`config.mk`:
```
export PLATFORM = sky130hd
export DESIGN_NAME = mux8_rr_arbiter
export DESIGN_NICKNAME = d
export VERILOG_FILES = /design/src/rtl/mux8_rr_arbiter.sv
export SDC_FILE = /design/constraint.sdc
export NUM_CORES = 1
export LEC_CHECK = 0
export CELL_PAD_IN_SITES_DETAIL_PLACEMENT = 0
export CELL_PAD_IN_SITES_GLOBAL_PLACEMENT = 1
export CORE_ASPECT_RATIO = 0.5
export CORE_MARGIN = 8
export CORE_UTILIZATION = 43
export CTS_CLUSTER_SIZE = 10
export DETAILED_ROUTE_END_ITERATION = 8
export PLACE_DENSITY = 0.92
export REMOVE_ABC_BUFFERS = 1
export SYNTH_ARGS = -nofsm -noshare
export SYNTH_HDL_FRONTEND = slang
export SYNTH_SLANG_ARGS = --single-unit
```
`constraint.sdc`:
```
create_clock -name clk -period 3.6 [get_ports clk]
set_input_delay 0.72 -clock clk [delete_from_list [all_inputs] [get_ports clk]]
set_output_delay 0.72 -clock clk [all_outputs]
set_load 0.05 [all_outputs]
```
`src/rtl/mux8_rr_arbiter.sv`:
```
// Eight-way round-robin arbiter driving a shared 1-bit select path.
// A grantee may make up to MAX_HOLD transfers before the grant passes on.
module mux8_rr_arbiter #(
  parameter int MAX_HOLD = 4
) (
  input  logic       clk,
  input  logic       rst,
  input  logic [7:0] req,
  input  logic [7:0] din,
  output logic [7:0] gnt,
  output logic [2:0] sel,
  output logic       dout,
  output logic       out_valid,
  output logic       busy
);

  typedef enum logic {
    IDLE,
    GRANT
  } state_t;

  localparam logic [3:0] LAST = 4'(MAX_HOLD - 1);

  state_t     state;
  logic [3:0] cnt;
  logic [2:0] ptr;

  logic       xfer;
  logic       release_now;
  logic [2:0] after_sel;

  // First set bit of v, scanning upward from s with wrap; lowest offset wins.
  function automatic logic [2:0] pick(input logic [7:0] v, input logic [2:0] s);
    logic [2:0] idx;
    pick = s;
    for (int i = 7; i >= 0; i--) begin
      idx = s + 3'(i);
      if (v[idx]) pick = idx;
    end
  endfunction

  always_comb begin
    xfer        = req[sel];
    release_now = !xfer || (cnt == LAST);
    after_sel   = sel + 3'd1;
  end

  always_comb begin
    gnt = 8'h00;
    if (state == GRANT) gnt[sel] = 1'b1;
  end

  assign busy = (state == GRANT);

  // Handover on release searches from sel+1, so the releasing requester ranks last.
  always_ff @(posedge clk) begin
    if (rst) begin
      state     <= IDLE;
      sel       <= 3'd0;
      ptr       <= 3'd0;
      cnt       <= 4'd0;
      dout      <= 1'b0;
      out_valid <= 1'b0;
    end else begin
      case (state)
        IDLE: begin
          out_valid <= 1'b0;
          if (req != 8'h00) begin
            sel   <= pick(req, ptr);
            cnt   <= 4'd0;
            state <= GRANT;
          end
        end
        GRANT: begin
          if (xfer) begin
            dout      <= din[sel];
            out_valid <= 1'b1;
            cnt       <= cnt + 4'd1;
          end else begin
            out_valid <= 1'b0;
          end
          if (release_now) begin
            ptr <= after_sel;
            if (req != 8'h00) begin
              sel <= pick(req, after_sel);
              cnt <= 4'd0;
            end else begin
              state <= IDLE;
            end
          end
        end
        default: state <= IDLE;
      endcase
    end
  end

endmodule
```
* Word-level counts from Yosys, hierarchy flattened *
Index checks and enable logic that the tools add are counted.

word-level totals
  output and inout bits = 14
  register bits after elaboration = 13

cells by class
  multiplexer cells = 69
  add/subtract/negate cells = 16
  reduce and logical (&&, ||, !) cells = 7
  bitwise gates (word level) = 1
  $lt $le $gt $ge = 18
  equal/unequal tests = 4

operators with widths
  kind                 number
  $lt 3x4->1 const B   17
  $mux 3               19
  $bmux 1 s3           18
  $add 3x3->3 const B  8
  $mux 1               22
  $mux 4               4
  $add 3x2->3 const B  4
  $add 3x1->3 const B  3
  $mux 8               1
  $pmux 4 s2           1
  $reduce_bool 8->1    1
  $pmux 3 s2           1
  $add 4x1->4 const B  1
  $eq 4x2->1 const B   1
  $ne 2x1->1 const B   2
  $pmux 1 s2           2
  $reduce_and 2->1     2
  $demux 1 s3          1
  $ge 3x1->1 const B   1
  $reduce_and 3->1     1
  $ne 2x2->1 const B   1
  $logic_and 1x1->1    1
  $logic_not 1->1      1
  $logic_or 1x1->1     1
  $not 1->1            1

* Depth between registers and ports, before layout *
Gate-level depths: netlist of the first run.

  depth in word-level cells = 15
  depth in mapped cells = 12

* Least setup slack after synthesis of the first run *
Ideal clock, no wire load.

  path type = register to register
  from = register sel[0]
  to = register sel[2]
  path buffers = 2
  setup time = 0.130 ns
  data required time = 3.470 ns
  arrival time = 3.369 ns
  cell stages (with the launch flop) = 12
  slack = 0.101 ns
  cells stage by stage = dfxtp_1 > buf_2 > inv_1 > ha_1 > buf_2 > mux4_2 > and2_1 > a2111oi_0 > a31oi_1 > o22a_1 > o2111ai_1 > a311oi_1

between the ends
  word-level cells in the longest chain between the ends = 15

RTL lines
  item                          line  RTL
  start: declaration            11    output logic [2:0] sel,
  start signal: assignment      69    sel <= pick(req, ptr);
  start signal: assignment      85    sel <= pick(req, after_sel);
  $add 3x1->3 *                 45    after_sel = sel + 3'd1;
  named net after_sel[0]        30    logic [2:0] after_sel;
  $add 3x3->3                   37    idx = s + 3'(i);
  $bmux 1 s3                    38    if (v[idx]) pick = idx;
  $mux 1 (not written as such)  38
  $mux 3 (7 in a row)           38
  $mux 3 *                      38
  $mux 3 *                      84    if (req != 8'h00) begin
  $mux 3 *                      82    if (release_now) begin
  $pmux 3 s2 *                  65    case (state)

The timed path passes the listed nets; every way through them passes the cells marked *. The select of a mux whose other input is x is not followed.
A chain may end at the register's enable or synchronous reset.

* Final worst setup path of the first run *
  from = input req[5]
  to = register sel[1]

between the ends
  word-level cells in the longest chain between the ends = 13

RTL lines
  item                          line  RTL
  start: declaration            8     input logic [7:0] req,
  $bmux 1 s3                    38
  $mux 1 (not written as such)  38
  $mux 3 (8 in a row)           38
  $mux 3                        84
  $mux 3                        82
  $pmux 3 s2                    65

Several ways; a longest one is shown, not always the timed one. The select of a mux whose other input is x is not followed.

==> impl_metrics.toml, run 1 <==
[outcome]
status = "complete, no violations"

[cells_and_area]
finish.utilization_pct = 51.31
fill_cells = 485
layout.nets = 321
antenna_cells = 0
syn_to_final_growth_pct = 17.40
drive_gt1_share_pct = 16.50
fin_area_um2 = 2769

[critical_path]
cp_top_family = "multiplexers"
crit_path_end_kind = "register"
crit_buf_inv = 1
critPathMaxStageDelay_ps = 660
cp-start-kind = "input port"
worst_path_max_delay_cell = "mux4_1"
crit_fanout = 13
critPathKind = "input port to register"
required_ps = 3720
r2r_start = "ptr[0]"
r2r_cells = 9
reg2reg_to = "sel[1]"
path_cells = "clkdlybuf4s50_1, mux4_1, mux2i_1, nand3_1, nor4b_1, a211oi_1, o311ai_1, nand3b_1"
startpoint = "req[5]"
reg2reg_slack_ps = 370
arrival_ps = 3500

[sta]
finalMaxSlewViolations = 0
skew_ps = 3.597
slew-limit-headroom_pct = 57.26
setup_ws_ps = 211.6
fin_crit_sh_pct = 94.12
rsz0062_at_grt = "no"
hold_violations = 0
max_freq_mhz = 295.1
tightest_slew_ps = 640.3
period_needed_ps = 3388
setup_viol_count_final = 0

[die]
die_w_um = 120.7
die-area_um2 = 8255
ioPinCount = 32
core_region_area_um2 = 5396
rows = 19
die_height_um = 68.37
start_util_pct = 43.71

[yosys]
synth_cell_types = 56
avgSynthCellArea_um2 = 8.576
ys_ff_latch = 13
synthCells = 275
ys_seq_area_share_pct = 11.03
synth_edf_count = 0
synthArstFlopShare_pct = 0
synth-main-ff-cell = "dfxtp_1"
synth_area_um2 = 2359
synth_top_area_cell = "mux4_2"
yosysWarnings = 0
yosys-top-cells-area = "mux4_2, dfxtp_1, mux2i_1, nand2_1, a21oi_1"
yosysTopAreaCellShare_pct = 21.01

[routing]
drc_errors = 0
drtPass1Iterations = 4
wl_per_cell_um = 17.25
first_iter_violations = 213
vias = 2258
ant_nets = 0
drt-vias-per-instance = 6.103
routed_wl_mm = 6.383

[min_path]
min_path_type = "register to register"
whs_path_depth = 2
holdPathEnd = "cnt[1]"
hp-start = "cnt[1]"

[place]
placed_area_um2 = 2724
dp_slack_ps = -111.7
globalplace.congestion = 0.9137
portBuffers = 31
hpwl_mm = 4.781

[clock_tree]
cts_tree = "done"
numCtsBuffers = 3
clock_latency_ps = 240
cts_max_path_buffers = 2
htreeDepth = 1
cts_sinks = 13
cts_root_buf = "clkbuf_8"
postCtsHoldBufs = 0
clk_pin_slew_worst_paths_ps = 60

[power]
p_sw_share_pct = 51.05
p_total_mw = 2.307
power_frac_clock_pct = 5.7
p_seq_share_pct = 10.1
p_switching_mw = 1.178
ir_drop_uv = 273.7
p_comb_share_pct = 84.3
cellPowerDensity_nw_per_um2 = 833.1
leakagePower_nw = 0.9773
intPower_mw = 1.129

[global_route]
grt_use_total_pct = 15.45
grt.overflow.total = 0
grt_max_degree = 23
grt_pass1_vias = 2189
antenna_found_initial = 0
grt_pass1_wl_mm = 10.63

[job]
max-cap-violations = 0
==> flip-flops by register name (all words and copies together), names as in the netlist <==
register and count:
sel 3, dout 1, cnt 4, out_valid 1, busy 1, ptr 3
==> what timing repair did <==
item,4_1_cts,5_1_grt
endpoints found under the hold margin,0,0
resized for setup,0,1
buffers inserted,0,0
setup endpoints to repair,0,1
==> synth_stat cells (4+ instances only) <==
cell type and count:
mux4_2 22, buf_2 8, nand2_1 28, mux2i_1 15, a211oi_1 8, a31oi_1 5, inv_1 10, mux2_2 5
clkbuf_1 14, nor2b_1 5, o21ai_0 10, nor2_1 22, xor2_1 4, and2_1 6, dfxtp_1 13, nor3_1 10
ha_1 5, a21oi_1 17, xnor2_1 5
==> worst max-delay path by stage <==
stage	end	slack, ps	cells past startpoint
finish	sel[1]	210	8
floorplan	sel[0]	-580	9
global placement	sel[1]	3	8
global route	sel[1]	2	8
detailed placement	sel[1]	-110	8
CTS	sel[1]	140	8
==> layout make-up <==
type	instances	area [um^2]	area share, %
clock buffers	4	45.04	1.627
inverters	11	41.29	1.491
multi-input cells	225	1923	69.45
flip-flops and latches	13	260.3	9.399
well taps	73	91.34	3.299
repair buffers	44	407.9	14.73
==> layer usage <==
layer | up-vias | routed length, um | part of all wire [%] | track usage (%)
li1 | 1092 | - | - | -
met1 | 1078 | 2904 | 45 | 20.63
met2 | 79 | 3046 | 48 | 26.25
met3 | 9 | 382 | 6.0 | 2.305
met4 | 0 | 49 | 0.77 | 3.544
met5 | - | 0 | 0 | 0
==> power groups by stage <==
stage	Clock (mW)	Sequential (mW)	Combinational, mW
2_1_floorplan	0	0.346	1.32
3_3_place_gp	0	0.234	1.87
3_5_place_dp	0	0.235	1.90
4_1_cts	0.131	0.233	1.92
5_1_grt	0.138	0.240	2.12
6_report	0.130	0.233	1.94
==> layout by cell type, fill, tap and decap left out, drive strengths merged, types with 3 or more instances in the layout <==
master,count
clkdlybuf4s50,31
nand2,28
mux4,25
nor2,22
a21oi,18
mux2i,15
dfxtp,13
buf,13
inv,10
nor3,10
o21ai,10
a211oi,8
and2,7
mux2,6
a31oi,6
xnor2,5
nor2b,5
ha,5
xor2,4
clkbuf,4
nor3b,3
a21o,3
nand3,3
o22ai,3
nand3b,3
==> cells by family after synthesis <==
family / Yosys count / share of synthesized area (%)
AND/OR/NAND/NOR: 94 / 19.58
AO/OA/AOI/OAI: 69 / 20.32
multiplexers: 46 / 33.74
buffers and inverters: 37 / 7.427
flip-flops: 13 / 11.03
XOR/XNOR: 11 / 5.252
adder cells (fa/ha/maj): 5 / 2.653
==> metrics by stage <==
stage,hold WS (ps),TNS (ps),cells
after floorplan,447.3,-1278,249
after global placement,466.7,0,366
after detailed placement,472.3,-111.7,366
after CTS,479.7,0,370
after global routing,507.4,0,370
final,482.4,0,370
==> worst register-to-register path: stages (launching register included) <==
cell      delay, ps
dfxtp_1         330
inv_1            80
ha_1            540
mux4_1          690
mux2i_1         340
nand3_1         120
nor4b_1         330
a211oi_1        130
o311ai_1        430
nand3b_1        110
Power figures use the tool's default switching activity.
==> run 2, diff against run 1 <==
- RECOVER_POWER: default -> 100
==> impl_metrics.toml, run 2 (synthesis results as in run 1) <==
[routing]
vias = 2273
first_iter_violations = 206
drt-vias-per-instance = 6.143
drc_errors = 0
ant_nets = 0
wl_per_cell_um = 17.11
drtPass1Iterations = 4
routed_wl_mm = 6.330

[critical_path]
path_depth = 8
r2r_cells = 9
startpoint = "req[5]"
crit_path_end_kind = "register"
worst_path_max_delay_cell = "mux4_1"
crit_buf_inv = 1
required_ps = 3720
cp-start-kind = "input port"
crit_fanout = 13
critPathMaxStageDelay_ps = 650
path_cells = "clkdlybuf4s50_1, mux4_1, mux2i_1, nand3_1, nor4b_1, a211oi_1, o311ai_1, nand3b_1"
cp_top_family = "multiplexers"
r2r_start = "ptr[0]"
critPathKind = "input port to register"
arrival_ps = 3470

[cells_and_area]
fin_area_um2 = 2761
mostFrequentLayoutCell = "nand2_1"
syn_to_final_growth_pct = 17.08
layout.nets = 321
top_register = "cnt"
drive_gt1_share_pct = 15.49
largest_register_ffs = 4
final_cell_mix = "nand2_1, nor2_1, mux4_2"
fill_cells = 487
reg_top3 = "cnt: 4 flops, ptr: 3 flops, sel: 3 flops"
antenna_cells = 0
finish.utilization_pct = 51.17

[global_route]
grt.overflow.total = 0
antenna_found_initial = 0
grt_max_degree = 23
grt_pass1_vias = 2189
grt_pass1_wl_mm = 10.63
grt_use_total_pct = 15.45

[power]
cellPowerDensity_nw_per_um2 = 826.9
leakagePower_nw = 1.011
ir_drop_uv = 271.7
p_total_mw = 2.283

[clock_tree]
clk_pin_slew_worst_paths_ps = 60
numCtsBuffers = 3
postCtsHoldBufs = 0
cts_sinks = 13
cts_tree = "done"
htreeDepth = 1
clock_latency_ps = 240
cts_root_buf = "clkbuf_8"
ctsResizeCount = 0
postCtsSetupRepairBufs = 0
cts_max_path_buffers = 2

[sta]
max_freq_mhz = 298.3
setup_ws_ps = 247.5
hold_violations = 0
rsz0062_at_grt = "no"
finalMaxSlewViolations = 0
holdWs_ps = 478.1
fin_crit_sh_pct = 93.13
setup_viol_count_final = 0
period_needed_ps = 3353
slew-limit-headroom_pct = 55.26
tightest_slew_ps = 670.2
skew_ps = 3.890

[place]
globalplace.congestion = 0.9137
dp_slack_ps = -111.7
hpwl_mm = 4.781
portBuffers = 31
placed_area_um2 = 2724

[job]
max-cap-violations = 0

[min_path]
min_path_type = "register to register"
whs_path_depth = 2
hp-start = "cnt[1]"

[die]
die_w_um = 120.7
die_height_um = 68.37
ioPinCount = 32
rows = 19
core_region_area_um2 = 5396
start_util_pct = 43.71
die-area_um2 = 8255

[outcome]
status = "complete, no violations"
run 2: metal layers:
metal | wire length, um | up-vias | global-route usage [%]
met2 | 3025 | 78 | 26.25
met5 | 0 | - | 0
met4 | 67 | 0 | 3.544
met1 | 2806 | 1089 | 20.63
met3 | 431 | 11 | 2.305
li1 | - | 1095 | -
run 2: power breakdown:
group	internal (mW)	leakage [nW]	switching [mW]
registers	0.178	0.107	0.0553
logic	0.860	0.881	1.06
clock network	0.0781	0.0228	0.0514
total	1.12	1.01	1.17
run 2: layout make-up:
cell class	instances	area (um^2)	share of cell area, %
Clock buffer	4	45.04	1.631
Inverter	11	41.29	1.495
Multi-Input combinational cell	225	1919	69.51
Sequential cell	13	260.3	9.425
Tap cell	73	91.34	3.308
Timing Repair Buffer	44	404.1	14.64
run 2: metrics by stage:
step	cells	TNS, ps
5_1_grt	370	0
4_1_cts	370	0
6_report	370	0
3_3_place_gp	366	0
3_5_place_dp	366	-111.7
2_1_floorplan	249	-1278
run 2: worst paths after layout:
| kind | slack (ps) | to |
|---|---|---|
| max | 250 | sel[1] |
| min | 480 | cnt[1] |
| max reg2reg | 390 | sel[1] |
| min reg2reg | 480 | cnt[1] |
run 2: worst min-delay path, stage by stage, from the launching register on:
cell and delay [ps]:
dfxtp_1 320, nand2_1 60, a21oi_1 50
==> run 3, diff against run 2 <==
- ABC_AREA: default -> 1
- CORE_UTILIZATION: 43 -> 38
==> impl_metrics.toml, run 3 <==
[place]
globalplace.congestion = 0.9252
portBuffers = 31
hpwl_mm = 4.883

[global_route]
grt_max_degree = 18
grt_use_total_pct = 14.31
antenna_found_initial = 0
grt_pass1_wl_mm = 10.45
grt.overflow.total = 0
grt_pass1_vias = 2250

[yosys]
yosys-top-cells-count = "nand2_1, nand3_1, inv_1, nor2_1, a21oi_1"
synth_top_family_by_area = "simple AND/OR/NAND/NOR gates"
ys_seq_area_share_pct = 11.93
synth-main-ff-cell = "dfxtp_1"
synth_top_area_cell = "nand2_1"
yosysTopAreaCellShare_pct = 23.39
yosysWarnings = 0
synthArstFlopShare_pct = 0
synthCells = 378
yosys-top-cells-area = "nand2_1, dfxtp_1, nand3_1, nand3_2, nand2_2"
synth-simple-area-share_pct = 56.42
synth_edf_count = 0
yosysMostFrequentCell = "nand2_1"
synth_cell_types = 37
synthAdderAreaFrac_pct = 2.867
synth-xor-area-share_pct = 3.268
synth_compound_area_share_pct = 13.07
synth_area_um2 = 2182
synthMuxAreaShare_pct = 0
avgSynthCellArea_um2 = 5.773
ys_ff_latch = 13

[cells_and_area]
syn_to_final_growth_pct = 16.63
drive_gt1_share_pct = 15.59
reg_top3 = "cnt: 4 flops, ptr: 3 flops, sel: 3 flops"
layout.nets = 428
mostFrequentLayoutCell = "nand2_1"
antenna_cells = 0
final_cell_mix = "nand2_1, nand3_1, nor2_1, inv_1, a21oi_1"
top_register = "cnt"
finish.utilization_pct = 46.14
largest_register_ffs = 4

[routing]
drt-vias-per-instance = 5.094
routed_wl_mm = 6.127
first_iter_violations = 233
vias = 2430
drc_errors = 0
drtPass1Iterations = 5
ant_nets = 0
wl_per_cell_um = 12.84

[clock_tree]
postCtsSetupRepairBufs = 0
cts_sinks = 13
clock_latency_ps = 240
cts_max_path_buffers = 2
ctsResizeCount = 0
htreeDepth = 1
cts_tree = "done"
postCtsHoldBufs = 0
numCtsBuffers = 3
cts_root_buf = "clkbuf_16"
clk_pin_slew_worst_paths_ps = 40

[die]
core_region_area_um2 = 5515
start_util_pct = 39.56
die_w_um = 123.2
rows = 19
die-area_um2 = 8570
die_height_um = 69.59
ioPinCount = 32

[sta]
max_freq_mhz = 333.5
finalMaxSlewViolations = 0
fin_crit_sh_pct = 83.28
rsz0062_at_grt = "no"
slew-limit-headroom_pct = 65.40
tightest_slew_ps = 517.3
skew_ps = 1.554
setup_viol_count_final = 0
period_needed_ps = 2998
setup_tns_ps = 0
hold_violations = 0

[power]
cellPowerDensity_nw_per_um2 = 1040
p_comb_share_pct = 82.8
intPower_mw = 1.051
ir_drop_uv = 373.6
p_switching_mw = 1.597
p_sw_share_pct = 60.32
power_frac_clock_pct = 7.8
p_total_mw = 2.648
p_seq_share_pct = 9.4
leakagePower_nw = 1.299

[critical_path]
cp-start-kind = "register"
crit_fanout = 11
crit_path_end_kind = "output pin"
reg2reg_slack_ps = 890
required_ps = 2880
critPathKind = "register to output pin"
arrival_ps = 2280

[job]
max-cap-violations = 0

[min_path]
min_path_type = "register to register"

[outcome]
status = "complete, no violations"
run 3: cell count changes after synthesis, moves of 14 or more:
cell	change
nand3_2	+16
mux2i_1	-15
nand3_1	+35
clkbuf_1	-14
nand2_1	+108
nand2_2	+22
mux4_2	-22
inv_1	+19
run 3: area by class of cell:
type                       count  area [um^2]
clock buffer                   4        78.83
fill                         593         2970
inverter                      39        156.4
multi-input combinational    315         1633
sequential                    13        260.3
tap                           73        91.34
timing repair buffer          33        325.3
run 3: routing by layer:
layer  global-route usage (%)  vias up  part of all wire [%]
met5                        0        -                     0
met4                    1.589        0                  0.55
met3                    2.681        4                   7.3
met2                    22.11       82                    42
met1                    20.45     1072                    50
li1                         -     1272                     -
run 3: final timing paths:
kind | start | endpoint | depth (start not counted)
hold / removal | cnt[3] | cnt[3] | 2
setup / recovery | busy | gnt[2] | 5
setup reg to reg | sel[0] | sel[1] | 19
hold reg to reg | cnt[3] | cnt[3] | 2
run 3: cell families after synthesis:
group / count (synthesis)
fa+ha+maj: 5
xor+xnor: 6
simple gates: 254
buf+inv: 50
compound gates: 50
flops: 13
run 3: power by group through the flow:
stage               clock network (mW)  logic (mW)  registers (mW)
floorplan                            0        1.66           0.319
global placement                     0        2.20           0.250
detailed placement                   0        2.19           0.251
CTS                              0.212        2.20           0.249
global route                     0.220        2.49           0.255
finish                           0.207        2.19           0.248
run 3: stage by stage:
stage	setup slack, ps	cell area (um^2)	std cells	hold slack [ps]
floorplan	767.2	2067	367	454.9
global placement	909.1	2484	473	483.9
detailed placement	898.9	2484	473	489.0
CTS	648.3	2562	477	495.4
global route	434.4	2545	477	532.1
finish	601.8	2545	477	495.0
run 3: critical path: stages, from the launching register on:
cell,delay [ps]
dfxtp_1,480
inv_1,260
nor2_1,180
inv_1,120
nor2_1,110
dlygate4sd3_1,880
